### config.mk
export PLATFORM = sky130hd
export DESIGN_NAME = ugt_compare_arbiter
export DESIGN_NICKNAME = d
export VERILOG_FILES = /design/src/rtl/ugt_compare_arbiter.sv
export SDC_FILE = /design/constraint.sdc
export NUM_CORES = 1
export LEC_CHECK = 0
export BUFFER_PORTS_ARGS = -buffer_cell sky130_fd_sc_hd__buf_2
export CORE_MARGIN = 8
export CORE_UTILIZATION = 48
export CTS_CLUSTER_DIAMETER = 40
export DETAILED_ROUTE_END_ITERATION = 6
export PLACE_DENSITY = 0.8
export SYNTH_ARGS = -nofsm -noshare
export SYNTH_HDL_FRONTEND = slang
export SYNTH_SLANG_ARGS = --single-unit
### constraint.sdc
create_clock -name CLK -period 2 [get_ports CLK]
set_input_delay 0.4 -clock CLK [delete_from_list [all_inputs] [get_ports CLK]]
set_output_delay 0.4 -clock CLK [all_outputs]
set_load 0.01 [all_outputs]
### src/rtl/ugt_compare_arbiter.sv
// ugt_compare_arbiter: round-robin front end for one shared W-bit unsigned
// comparator. The winner's operands are captured on grant, compared in the
// following cycle, and the result is presented with VALID and the owner's ID.
// Each transaction takes three cycles: grant, compare, respond.

// Per-lane window test: is this lane's request at or above the RR pointer?
module ugt_compare_arbiter_lane #(
  parameter int IDW  = 2,
  parameter int LANE = 0
) (
  input  logic           req,
  input  logic [IDW-1:0] ptr,
  output logic           in_window
);
  localparam logic [IDW-1:0] LANE_ID = IDW'(LANE);

  // Lanes below the pointer only win once the upper window is empty
  assign in_window = req && (LANE_ID >= ptr);
endmodule

module ugt_compare_arbiter #(
  parameter int N   = 4,
  parameter int W   = 8,
  parameter int IDW = 2
) (
  input  logic             CLK,
  input  logic             RESETN,
  input  logic [N-1:0]     REQ,
  input  logic [N*W-1:0]   A,
  input  logic [N*W-1:0]   B,
  output logic [N-1:0]     GNT,
  output logic             VALID,
  output logic [IDW-1:0]   ID,
  output logic             UGT,
  output logic             EQ,
  output logic             BUSY
);

  typedef enum logic [1:0] {IDLE, CALC, RESP} state_t;

  state_t               state, state_nxt;
  logic [N-1:0][W-1:0]  a_lane, b_lane;
  logic [N-1:0]         win_mask;
  logic [IDW-1:0]       ptr, ptr_nxt;
  logic [IDW-1:0]       win_hi, win_any, winner;
  logic                 hit_hi, hit_any;
  logic [N-1:0]         gnt_nxt;
  logic [W-1:0]         op_a, op_b;
  logic [W:0]           sum;
  logic                 carry;

  // Flattened operand buses viewed as per-lane words
  assign a_lane = A;
  assign b_lane = B;

  genvar g;
  generate
    for (g = 0; g < N; g++) begin : g_lane
      ugt_compare_arbiter_lane #(.IDW(IDW), .LANE(g)) u_lane (
        .req       (REQ[g]),
        .ptr       (ptr),
        .in_window (win_mask[g])
      );
    end
  endgenerate

  // Winner: lowest set bit in the window at/above ptr, else lowest set bit
  // overall (the wrap from N-1 back to 0)
  always_comb begin
    win_hi  = '0;
    hit_hi  = 1'b0;
    win_any = '0;
    hit_any = 1'b0;
    for (int i = 0; i < N; i++) begin
      if (win_mask[i] && !hit_hi) begin
        win_hi = IDW'(i);
        hit_hi = 1'b1;
      end
      if (REQ[i] && !hit_any) begin
        win_any = IDW'(i);
        hit_any = 1'b1;
      end
    end
    winner  = hit_hi ? win_hi : win_any;
    ptr_nxt = (winner == IDW'(N-1)) ? '0 : winner + 1'b1;
    gnt_nxt = '0;
    gnt_nxt[winner] = 1'b1;
  end

  // Subtract-with-carry: opB + ~opA + 1; carry-out set iff opB >= opA
  assign sum   = {1'b0, op_b} + {1'b0, ~op_a} + (W+1)'(1);
  assign carry = sum[W];

  // State register
  always_ff @(posedge CLK or negedge RESETN) begin
    if (!RESETN) state <= IDLE;
    else         state <= state_nxt;
  end

  // Next state: IDLE waits for any request, then CALC and RESP run in order
  always_comb begin
    state_nxt = state;
    case (state)
      IDLE:    if (|REQ) state_nxt = CALC;
      CALC:    state_nxt = RESP;
      RESP:    state_nxt = IDLE;
      default: state_nxt = IDLE;
    endcase
  end

  // Grant capture, compare and response registers
  always_ff @(posedge CLK or negedge RESETN) begin
    if (!RESETN) begin
      GNT   <= '0;
      VALID <= 1'b0;
      ID    <= '0;
      UGT   <= 1'b0;
      EQ    <= 1'b0;
      op_a  <= '0;
      op_b  <= '0;
      ptr   <= '0;
    end else begin
      case (state)
        IDLE: begin
          if (|REQ) begin
            GNT  <= gnt_nxt;
            op_a <= a_lane[winner];
            op_b <= b_lane[winner];
            ID   <= winner;
            ptr  <= ptr_nxt;
          end
        end
        CALC: begin
          GNT   <= '0;
          UGT   <= ~carry;
          EQ    <= (op_a == op_b);
          VALID <= 1'b1;
        end
        RESP: begin
          VALID <= 1'b0;
        end
        default: begin
          GNT   <= '0;
          VALID <= 1'b0;
        end
      endcase
    end
  end

  assign BUSY = (state != IDLE);

endmodule

==> results of run 1 <==
timing repair:
item / 4_1_cts / 5_1_grt
hold buffers: 0 / 0
resized for setup: 0 / 4
endpoints found under the setup margin: 0 / 19
layer usage:
| layer | global-route usage [%] | wire (um) |
|---|---|---|
| met1 | 19.5 | 2210 |
| met2 | 31.3 | 2790 |
| met3 | 6.15 | 370 |
| met4 | 5.00 | 61 |
| met5 | 0 | 0 |
logic make-up (layout without fill, tap and decap cells):
kind of cell    after synthesis  in the layout  share of synthesized area, %
simple gates                 72             72                          18.0
xor+xnor                      1              1                         0.466
buf+inv                      23            106                          5.92
mux                          14             14                          7.46
fa+ha+maj                     8              8                          5.33
flops                        29             29                          38.6
compound gates               55             55                          24.2
registers in the layout, summed over array words and instances (netlist names):
name	count
EQ	1
ID	2
op_a	8
op_b	8
UGT	1
state	2
ptr	2
VALID	1
GNT	4
cells in the final DEF, fill, tap and decap left out, types with 4 or more instances in the layout:
| cell | n |
|---|---|
| a211oi_1 | 15 |
| a221oi_1 | 6 |
| a21o_1 | 4 |
| nor3_1 | 13 |
| nand2_1 | 28 |
| o21ai_1 | 4 |
| clkbuf_8 | 5 |
| nor2_1 | 17 |
| dfrtp_1 | 29 |
| a211oi_2 | 6 |
| buf_2 | 79 |
| ha_1 | 8 |
| mux2i_1 | 14 |
| inv_1 | 9 |
| buf_4 | 7 |
cell type report:
class,count,area (um^2)
repair buffers,88,488
clock inverters,3,17.5
inverters,10,37.5
well taps,48,60.1
multi-input cells,150,1060
clock buffers,5,68.8
flip-flops and latches,29,726
fillers,333,1260
path summary, 6_finish.rpt:
| kind | start | to | slack (ns) | depth (start not counted) |
|---|---|---|---|---|
| hold / removal | RESETN | op_a[4]$_DFFE_PN0P_ | 0.13 | 1 |
| min in group CLK | A[12] | op_a[4]$_DFFE_PN0P_ | 0.37 | 3 |
| hold reg to reg | state[1]$_DFFE_PN0P_ | VALID$_DFFE_PN0N_ | 0.46 | 1 |
| max in group asynchronous | RESETN | op_a[2]$_DFFE_PN0P_ | 1.45 | 1 |
| setup reg to reg | state[1]$_DFFE_PN0P_ | op_b[7]$_DFFE_PN0P_ | 0.06 | 6 |
| setup / recovery | state[1]$_DFFE_PN0P_ | op_b[7]$_DFFE_PN0P_ | 0.06 | 6 |
power groups by stage:
stage | clock (mW) | sequential [mW] | combinational [mW]
after detailed placement | 0 | 1.05 | 1.88
after CTS | 0.481 | 1.04 | 1.88
after global placement | 0 | 1.03 | 1.81
after global routing | 0.508 | 1.07 | 2.12
final | 0.472 | 1.04 | 1.90
after floorplan | 0 | 1.03 | 1.32
==> insert_results.sql, run 1 <==
INSERT INTO impl_metrics (metric_group, metric, value, unit) VALUES
('status', 'run_status', 'complete, no violations', ''),
('global_routing', 'grt_overflow_total', '0', ''),
('route', 'postRouteWirelength', '5430', 'um'),
('worst_setup_path', 'cp_max_fo', '15', ''),
('worst_setup_path', 'crit_arrival', '2.08', 'ns'),
('clock_tree', 'numClockSinks', '29', ''),
('route', 'final_antenna_net_count', '0', ''),
('yosys', 'synthDominantAreaCellType', 'dfrtp_1', ''),
('route', 'detailedRoute.firstPassIterationCount', '4', ''),
('timing', 'portion_of_the_clock_cycle_consumed_by_the_worst_path_in_the_final_layout', '96.8', '%'),
('yosys', 'mappedNetlistNets', '280', ''),
('floorplan', 'coreArea', '0.00372', 'mm^2'),
('min_path', 'hold_path_class', 'in -> async', ''),
('global_routing', 'first_pass_grt_wire_length', '8850', 'um'),
('timing', 'worst_clock_skew', '0.00674', 'ns'),
('run', 'maxCapViolCount', '0', ''),
('timing', 'totalNegativeSetupSlack', '0', 'ns'),
('timing', 'rsz0062_at_grt', 'no', ''),
('floorplan', 'initial_cell_density_of_the_core', '50.6', '%'),
('finish', 'layout.core_utilization', '66.0', '%'),
('place', 'placement.cell_area', '0.00235', 'mm^2'),
('worst_setup_path', 'cp_top_family', 'compound AO/OA/AOI/OAI gates', ''),
('route', 'remaining_drc_errors', '0', ''),
('clock_tree', 'cts_tree', 'yes', ''),
('timing', 'fmax', '0.517', 'GHz'),
('route', 'routed_via_density', '5.64', ''),
('place', 'port_buffers', '79', ''),
('power', 'power.share.sequential', '30.5', '%'),
('yosys', 'ys_flop_type', 'dfrtp_1', ''),
('clock_tree', 'post-cts-setup-buffers', '0', ''),
('yosys', 'ys.warnings.count', '0', ''),
('worst_setup_path', 'startpoint_type', 'register', ''),
('place', 'half_perimeter_wire_length_after_placement', '4270', 'um'),
('place', 'routabilityCongestion', '0.830', ''),
('power', 'cellPowerDensity', '1390', 'mW/mm^2'),
('global_routing', 'pin_count_of_the_biggest_net_entering_global_routing', '30', ''),
('finish', 'final_layout_size_suffix_gt1_share', '38.2', '%'),
('worst_setup_path', 'timing.critical_path.cells', 'or2_1 > or2_1 > a21o_1 > buf_12 > a211oi_1 > a211oi_1', ''),
('clock_tree', 'cts_max_level', '2', ''),
('yosys', 'post-synth-top-area-fraction', '38.6', '%'),
('timing', 'postLayoutSetupSlackWorst', '0.0646', 'ns'),
('power', 'switching_share', '43.2', '%'),
('finish', 'area_delta_synth_final', '30.6', '%'),
('power', 'power.leakage', '1.22', 'nW'),
('worst_setup_path', 'cp_data_required_time', '2.14', 'ns'),
('worst_setup_path', 'critical_path.endpoint_type', 'register', ''),
('yosys', 'yosysUniqueCellTypes', '41', ''),
('floorplan', 'die_width', '78.6', 'um'),
('global_routing', 'grt_antenna_before_repair', '0', ''),
('timing', 'hold_slack', '0.130', 'ns'),
('power', 'p_switching', '1.47', 'mW'),
('floorplan', 'die_h', '78.6', 'um'),
('yosys', 'synthTopCellsByCount', '29 x dfrtp_1, 28 x nand2_1, 17 x nor2_1, 15 x a211oi_1, 14 x mux2i_1', ''),
('timing', 'timing.final.hold_violations', '0', ''),
('timing', 'final_max_slew_viol_count', '0', ''),
('clock_tree', 'clk_pin_slew', '0.07', 'ns'),
('finish', 'post_layout_nonfiller_instances', '333', ''),
('yosys', 'synth_enable_flop_cells', '0', ''),
('timing', 'max_slew.worst_pin.slew', '0.635', 'ns'),
('clock_tree', 'clk_path_buf_depth', '2', ''),
('yosys', 'synth.cell_area', '0.00188', 'mm^2'),
('timing', 'setup_violations', '0', ''),
('route', 'dr_total_vias', '1879', ''),
('worst_setup_path', 'crit_type', 'reg -> reg', ''),
('power', 'power.clock.fraction', '13.8', '%'),
('yosys', 'synth_cells', '202', ''),
('clock_tree', 'clock_latency', '0.29', 'ns'),
('yosys', 'synth-async-reset-ratio', '100', '%'),
('finish', 'diodes', '0', ''),
('global_routing', 'grt_usage', '17.7', '%'),
('global_routing', 'grt_pass1_vias', '1937', '');
Note: power is estimated with default switching activity, not from simulation.
==> inputs of run 2 (changes only) <==
==> constraint.sdc (replaced) <==
create_clock -name CLK -period 2 [get_ports CLK]
set_input_delay 0.1 -clock CLK [delete_from_list [all_inputs] [get_ports CLK]]
set_output_delay 0.1 -clock CLK [all_outputs]
set_load 0.01 [all_outputs]
==> run 2 against run 1 <==
  * Count of clock-buffer cells in the layout up 2
  * Sequential share of layout area fell by 1.0 points
  * Setup slack better by 0.071 ns
  * Critical path depth is the same
  * Design area rose by 3.7%
  * First-iteration DRC count decreased by 8.8%
  * Hold slack got worse by 0.071 ns
==> insert_results.sql, run 2 (synthesized netlist as in run 1, its figures left out) <==
INSERT INTO impl_metrics (metric_group, metric, value, unit) VALUES
('run', 'maxCapViolCount', '0', ''),
('route', 'remaining_drc_errors', '0', ''),
('timing', 'setup_violations', '0', ''),
('timing', 'final_max_slew_viol_count', '0', ''),
('clock_tree', 'cts_tree', 'yes', ''),
('route', 'dr_total_vias', '1868', ''),
('place', 'half_perimeter_wire_length_after_placement', '4440', 'um'),
('finish', 'diodes', '0', ''),
('finish', 'nFillCells', '341', ''),
('global_routing', 'grt_usage', '19.7', '%'),
('place', 'routabilityCongestion', '0.882', ''),
('route', 'postRouteWirelength', '5980', 'um'),
('route', 'detailedRoute.firstPassIterationCount', '4', ''),
('floorplan', 'ios', '80', ''),
('timing', 'totalNegativeSetupSlack', '0', 'ns'),
('route', 'wl_per_cell', '17.7', 'um'),
('finish', 'top_regs', 'op_a (8), op_b (8), GNT (4)', ''),
('timing', 'rsz0062_at_grt', 'no', ''),
('power', 'peakVddDrop', '0.832', 'mV'),
('clock_tree', 'clock_latency', '0.29', 'ns'),
('timing', 'max_slew.worst_pin.slew', '0.668', 'ns'),
('clock_tree', 'numClockSinks', '29', ''),
('clock_tree', 'clk_path_buf_depth', '2', ''),
('place', 'placement.cell_area', '0.00235', 'mm^2'),
('min_path', 'hold_path_class', 'in -> reg', ''),
('floorplan', 'initial_cell_density_of_the_core', '50.6', '%'),
('timing', 'postLayoutSetupSlackWorst', '0.136', 'ns'),
('worst_setup_path', 'cp_data_required_time', '2.16', 'ns'),
('route', 'final_antenna_net_count', '0', ''),
('status', 'run_status', 'complete, no violations', ''),
('timing', 'fmax', '0.536', 'GHz'),
('worst_setup_path', 'cp_max_fo', '15', ''),
('worst_setup_path', 'critical_path.endpoint_type', 'register', ''),
('worst_setup_path', 'crit_arrival', '2.03', 'ns'),
('floorplan', 'die_h', '78.6', 'um'),
('global_routing', 'grt_overflow_total', '0', ''),
('finish', 'area_delta_synth_final', '35.4', '%'),
('timing', 'portion_of_the_clock_cycle_consumed_by_the_worst_path_in_the_final_layout', '93.2', '%'),
('global_routing', 'first_pass_grt_wire_length', '9590', 'um'),
('finish', 'commonest_non_fill_non_tap_cell_in_the_layout', 'buf_2', ''),
('timing', 'worst_clock_skew', '0.00891', 'ns'),
('worst_setup_path', 'startpoint_type', 'register', ''),
('floorplan', 'floorplan.die_area', '0.00617', 'mm^2'),
('timing', 'timing.slew.headroom', '55.5', '%'),
('finish', 'final_nets', '367', ''),
('global_routing', 'grt_antenna_before_repair', '0', ''),
('route', 'routed_via_density', '5.53', ''),
('timing', 'timing.final.hold_violations', '0', ''),
('clock_tree', 'clk_pin_slew', '0.07', 'ns'),
('floorplan', 'coreArea', '0.00372', 'mm^2'),
('global_routing', 'pin_count_of_the_biggest_net_entering_global_routing', '30', ''),
('finish', 'mostFrequentLayoutCells', '79 x buf_2, 28 x dfrtp_1, 28 x nand2_1', ''),
('route', 'drt_iter0_drc', '93', ''),
('clock_tree', 'tritoncts.num_buffers', '5', ''),
('finish', 'final_layout_size_suffix_gt1_share', '40.0', '%'),
('clock_tree', 'clock-root-buffer', 'clkbuf_8', ''),
('place', 'port_buffers', '79', ''),
('floorplan', 'std_cell_rows', '22', ''),
('power', 'cellPowerDensity', '1450', 'mW/mm^2'),
('power', 'power_total', '3.68', 'mW'),
('finish', 'finished_cell_area', '0.00254', 'mm^2'),
('power', 'power.leakage', '1.26', 'nW'),
('worst_setup_path', 'crit_type', 'reg -> reg', ''),
('timing', 'finalWorstPathRequiredPeriod', '1.86', 'ns'),
('floorplan', 'die_width', '78.6', 'um'),
('place', 'pre_cts_ws', '0.00546', 'ns'),
('global_routing', 'grt_pass1_vias', '1990', ''),
('clock_tree', 'cts_max_level', '2', '');
[run 2: where the power goes]
part | internal (mW) | switching (mW) | total [mW]
registers | 0.874 | 0.178 | 1.05
logic | 0.878 | 1.10 | 1.98
clock network | 0.406 | 0.236 | 0.642
[run 2: what timing repair did]
item / CTS / global route
endpoints found under the setup margin: 0 / 13
hold buffers: 1 / 0
setup buffers: 0 / 5
hold endpoints to repair: 29 / 0
resized for setup: 0 / 7
[run 2: worst paths after layout]
kind / startpoint / end / slack, ns / cells after the start
worst max register to register: ptr[0]$_DFFE_PN0P_ / op_a[7]$_DFFE_PN0P_ / 0.14 / 6
max in group asynchronous: RESETN / ptr[1]$_DFFE_PN0P_ / 1.14 / 2
min in group asynchronous: RESETN / state[1]$_DFFE_PN0P_ / 0.37 / 2
worst min register to register: state[1]$_DFFE_PN0P_ / VALID$_DFFE_PN0N_ / 0.48 / 1
worst min-delay path: A[15] / op_a[7]$_DFFE_PN0P_ / 0.06 / 3
worst max-delay path: ptr[0]$_DFFE_PN0P_ / op_a[7]$_DFFE_PN0P_ / 0.14 / 6
[run 2: final cells by class]
cell class / instances / area (um^2) / share of cell area [%]
repair buffers: 93 / 541 / 21.2
clock inverters: 1 / 30.0 / 1.18
clock buffers: 7 / 86.3 / 3.39
multi-input cells: 150 / 1060 / 41.8
well taps: 48 / 60.1 / 2.36
flip-flops and latches: 29 / 727 / 28.6
inverters: 10 / 37.5 / 1.48
[run 2: per-stage QoR]
step                util [%]  cells  hold WS (ns)
global placement        63.1    324         0.159
floorplan                  -    202        -0.196
finish                  68.5    338        0.0592
global route            68.5    338        0.0695
detailed placement      63.1    324         0.164
CTS                     66.5    333        0.0648
[run 2: metal layers]
metal  track usage, %  share of wire [%]
met5                0                  0
met2             31.0                 49
met3             6.15                6.2
met1             24.0                 42
met4             9.44                2.9
[run 2: worst max-delay path, cell delays in order (launching register included)]
cell       delay [ns]
dfrtp_1          0.45
nand2b_1         0.12
a21boi_2         0.10
or3_1            0.39
buf_4            0.22
a2111oi_1        0.38
a311oi_1         0.08
==> inputs of run 3 (changes only) <==
Settings changed: SYNTH_HIERARCHICAL set to 1.
==> run 3 against run 2 <==
  * Clock power down 25%
  * Register-to-register slack better by 0.08 ns
  * Core utilization down 3.7 points
  * Sequential cell count unchanged
  * Routed wire length down 23%
  * Critical path depth up 1
  * Clock skew down 0.0048 ns
  * Highest routed layer unchanged
==> insert_results.sql, run 3 <==
INSERT INTO impl_metrics (metric_group, metric, value, unit) VALUES
('finish', 'diodes', '0', ''),
('worst_setup_path', 'r2r_start', 'ptr[1]$_DFFE_PN0P_', ''),
('power', 'peakVddDrop', '0.612', 'mV'),
('run', 'maxCapViolCount', '0', ''),
('global_routing', 'grt_pass1_vias', '1736', ''),
('yosys', 'synth-async-reset-ratio', '100', '%'),
('clock_tree', 'clock_latency', '0.28', 'ns'),
('route', 'routed_via_density', '5.30', ''),
('timing', 'setup_violations', '0', ''),
('place', 'port_buffers', '79', ''),
('timing', 'max_slew.worst_pin.slew', '0.636', 'ns'),
('worst_setup_path', 'rr_endpoint', 'op_b[4]$_DFFE_PN0P_', ''),
('yosys', 'top_cells_by_area_in_the_synthesized_netlist', 'dfrtp_1 39%, mux2i_1 17%, o221ai_2 7.2%', ''),
('global_routing', 'grt_usage', '15.1', '%'),
('global_routing', 'grt_overflow_total', '0', ''),
('yosys', 'ys_flop_type', 'dfrtp_1', ''),
('worst_setup_path', 'startpoint_type', 'register', ''),
('finish', 'mostFrequentLayoutCells', '79 x buf_2, 32 x mux2i_1, 30 x nand2_1', ''),
('min_path', 'hold-path-cell-count', '3', ''),
('worst_setup_path', 'critical_path.endpoint_type', 'register', ''),
('worst_setup_path', 'cp_data_required_time', '2.14', 'ns'),
('clock_tree', 'post_cts.resized_instances', '0', ''),
('route', 'dr_total_vias', '1631', ''),
('place', 'routabilityCongestion', '0.784', ''),
('power', 'power.share.combinational', '55.7', '%'),
('worst_setup_path', 'critical_path.slowest_cell', 'dfrtp_1', ''),
('finish', 'layout.area.seq', '726', 'um^2'),
('power', 'power.clock.fraction', '13.9', '%'),
('timing', 'rsz0062_at_grt', 'no', ''),
('finish', 'post_layout_nonfiller_instances', '308', ''),
('yosys', 'synth.cell_area', '0.00188', 'mm^2'),
('floorplan', 'die_h', '78.6', 'um'),
('floorplan', 'floorplan.die_area', '0.00618', 'mm^2'),
('floorplan', 'std_cell_rows', '22', ''),
('route', 'final_antenna_net_count', '0', ''),
('status', 'run_status', 'complete, no violations', ''),
('clock_tree', 'tritoncts.num_buffers', '5', ''),
('timing', 'finalWorstPathRequiredPeriod', '1.78', 'ns'),
('route', 'remaining_drc_errors', '0', ''),
('yosys', 'synth_top_family_by_area', 'compound AO/OA/AOI/OAI gates', ''),
('worst_setup_path', 'crit_arrival', '1.92', 'ns'),
('global_routing', 'first_pass_grt_wire_length', '7580', 'um'),
('clock_tree', 'clock-root-buffer', 'clkbuf_8', ''),
('floorplan', 'coreArea', '0.00372', 'mm^2'),
('min_path', 'worst_hold_startpoint', 'A[7]', ''),
('yosys', 'post-synth-top-area-fraction', '38.6', '%'),
('worst_setup_path', 'cp_max_fo', '12', ''),
('finish', 'multi_input_area', '0.00102', 'mm^2'),
('yosys', 'synth_area_per_cell', '10.5', 'um^2'),
('power', 'p_switching', '1.42', 'mW'),
('worst_setup_path', 'r2r_slack', '0.22', 'ns'),
('finish', 'commonest_non_fill_non_tap_cell_in_the_layout', 'buf_2', ''),
('yosys', 'synth_enable_flop_cells', '0', ''),
('floorplan', 'initial_cell_density_of_the_core', '50.6', '%'),
('power', 'power.leakage', '1.26', 'nW'),
('place', 'placed_cells_incl_taps', '300', ''),
('power', 'switching_share', '41.1', '%'),
('floorplan', 'die_width', '78.6', 'um'),
('global_routing', 'pin_count_of_the_biggest_net_entering_global_routing', '30', ''),
('yosys', 'post_synth_xor_area_fraction', '0', '%'),
('floorplan', 'ios', '80', ''),
('yosys', 'synth_compound_area_share', '17.4', '%'),
('yosys', 'yosys.area_share.adder', '5.98', '%'),
('yosys', 'synth_cells', '180', ''),
('yosys', 'synthTopCellsByCount', '32 x mux2i_1, 30 x nand2_1, 29 x dfrtp_1, 10 x inv_1, 10 x nor2_1', ''),
('yosys', 'ys.warnings.count', '6', ''),
('timing', 'worst_clock_skew', '0.00410', 'ns'),
('timing', 'portion_of_the_clock_cycle_consumed_by_the_worst_path_in_the_final_layout', '89.1', '%'),
('worst_setup_path', 'reg2regPathDepth', '7', ''),
('min_path', 'hold_path_class', 'in -> reg', ''),
('route', 'wl_per_cell', '15.0', 'um'),
('yosys', 'synthDominantAreaCellType', 'dfrtp_1', ''),
('finish', 'final_nets', '339', ''),
('yosys', 'synth.most_common_cell', 'mux2i_1', ''),
('clock_tree', 'cts_tree', 'yes', ''),
('timing', 'final_max_slew_viol_count', '0', ''),
('worst_setup_path', 'timing.critical_path.cells', 'a21boi_2 > nor2_1 > o21ai_0 > a21oi_4 > buf_4 > mux2i_1 > o221ai_1', ''),
('clock_tree', 'clk_pin_slew', '0.06', 'ns'),
('route', 'detailedRoute.firstPassIterationCount', '4', ''),
('finish', 'final_layout_size_suffix_gt1_share', '40.8', '%'),
('timing', 'timing.final.hold_violations', '0', ''),
('min_path', 'hold_end', 'op_a[7]$_DFFE_PN0P_', ''),
('yosys', 'yosysUniqueCellTypes', '35', ''),
('route', 'drt_iter0_drc', '68', ''),
('clock_tree', 'numClockSinks', '29', ''),
('worst_setup_path', 'crit_path_max_incr_delay', '0.45', 'ns'),
('finish', 'top_regs', 'op_a (8), op_b (8), GNT (4)', ''),
('timing', 'timing.slew.headroom', '57.6', '%'),
('yosys', 'number_of_flip_flops_and_latches_in_the_synthesized_netlist', '29', ''),
('timing', 'totalNegativeSetupSlack', '0', 'ns'),
('yosys', 'simple_gate_share_of_the_synthesized_area', '13.2', '%'),
('timing', 'fmax', '0.561', 'GHz'),
('global_routing', 'grt_antenna_before_repair', '0', ''),
('place', 'half_perimeter_wire_length_after_placement', '3630', 'um'),
('power', 'power.share.sequential', '30.4', '%'),
('clock_tree', 'cts_max_level', '2', ''),
('route', 'postRouteWirelength', '4610', 'um'),
('yosys', 'synth-seq-area-share', '38.6', '%'),
('finish', 'area_delta_synth_final', '27.8', '%'),
('clock_tree', 'clk_path_buf_depth', '2', ''),
('worst_setup_path', 'crit_type', 'reg -> reg', ''),
('power', 'cell_internal_power', '2.03', 'mW'),
('power', 'cellPowerDensity', '1440', 'mW/mm^2'),
('finish', 'nFillCells', '337', ''),
('yosys', 'mappedNetlistNets', '259', ''),
('yosys', 'muxShareOfSynthArea', '17.0', '%');
==> run 3: cell types whose count changed after synthesis, sizes merged, moves of 3 or more <==
cell     change
a211oi      -20
mux2i       +18
a21boi       -3
a2111oi      -3
nor2         -8
o21a         +3
nor3        -14
o221ai      +16
a221oi       -6
a21o         -3
nand2        +3
a311oi       -3
==> run 3: routing by layer <==
layer | wire length [um] | share of wire [%] | vias to the layer above | GRT usage, %
met3 | 252 | 5.5 | 8 | 4.90
li1 | - | - | 804 | -
met4 | 78 | 1.7 | 0 | 6.11
met2 | 2410 | 52 | 49 | 26.6
met5 | 0 | 0 | - | 0
met1 | 1870 | 41 | 770 | 16.2
==> run 3: worst max-delay path: cells and delay by family, from the launching register on <==
family          cells  cell delay (ns)
compound gates      4             0.59
buf+inv             1             0.26
mux                 1             0.24
flops               1             0.45
simple gates        1             0.10
==> run 3: cells by family after synthesis <==
family / Yosys count
DFF: 29
and+or+nand+nor: 53
muxes: 32
AOI/OAI and AO/OA: 35
adders and majority gates: 9
buffers and inverters: 22
==> run 3: how the worst max path moves through the flow <==
stage                  startpoint                   to  slack [ns]  depth (start not counted)
5_1_grt        ptr[1]$_DFFE_PN0P_  op_b[4]$_DFFE_PN0P_        0.07                          7
3_3_place_gp   ptr[1]$_DFFE_PN0P_  op_a[5]$_DFFE_PN0P_        0.26                          7
4_1_cts        ptr[1]$_DFFE_PN0P_  op_b[4]$_DFFE_PN0P_        0.21                          7
2_1_floorplan  ptr[1]$_DFFE_PN0P_  op_b[0]$_DFFE_PN0P_        0.32                          8
6_report       ptr[1]$_DFFE_PN0P_  op_b[4]$_DFFE_PN0P_        0.22                          7
3_5_place_dp   ptr[1]$_DFFE_PN0P_  op_b[4]$_DFFE_PN0P_        0.20                          7
==> run 3: power by group through the flow <==
| stage | clock network (mW) | registers [mW] | logic, mW |
|---|---|---|---|
| detailed placement | 0 | 1.05 | 1.93 |
| finish | 0.482 | 1.05 | 1.92 |
| floorplan | 0 | 1.06 | 1.48 |
| global route | 0.513 | 1.09 | 2.15 |
| global placement | 0 | 1.05 | 1.88 |
| CTS | 0.486 | 1.05 | 1.95 |
==> run 3: what timing repair did <==
item	CTS	global route
hold buffers	1	0
endpoints found under the hold margin	29	0
setup buffers	0	0
==> run 3: stage by stage <==
stage | hold WS [ns] | area [um^2] | power, mW | util, % | setup WS (ns)
floorplan | -0.196 | 1880 | 2.53 | - | 0.316
global placement | 0.157 | 2310 | 2.93 | 62.1 | 0.264
finish | 0.114 | 2400 | 3.45 | 64.7 | 0.219
detailed placement | 0.160 | 2310 | 2.98 | 62.1 | 0.205
CTS | 0.121 | 2400 | 3.48 | 64.7 | 0.212
global route | 0.123 | 2400 | 3.75 | 64.7 | 0.0652
==> run 3: area by class of cell <==
cell class,instances,share of cell area (%)
clock buffers,7,3.59
inverters,11,2.24
repair buffers,84,19.1
well taps,48,2.50
flip-flops and latches,29,30.2
multi-input cells,129,42.4
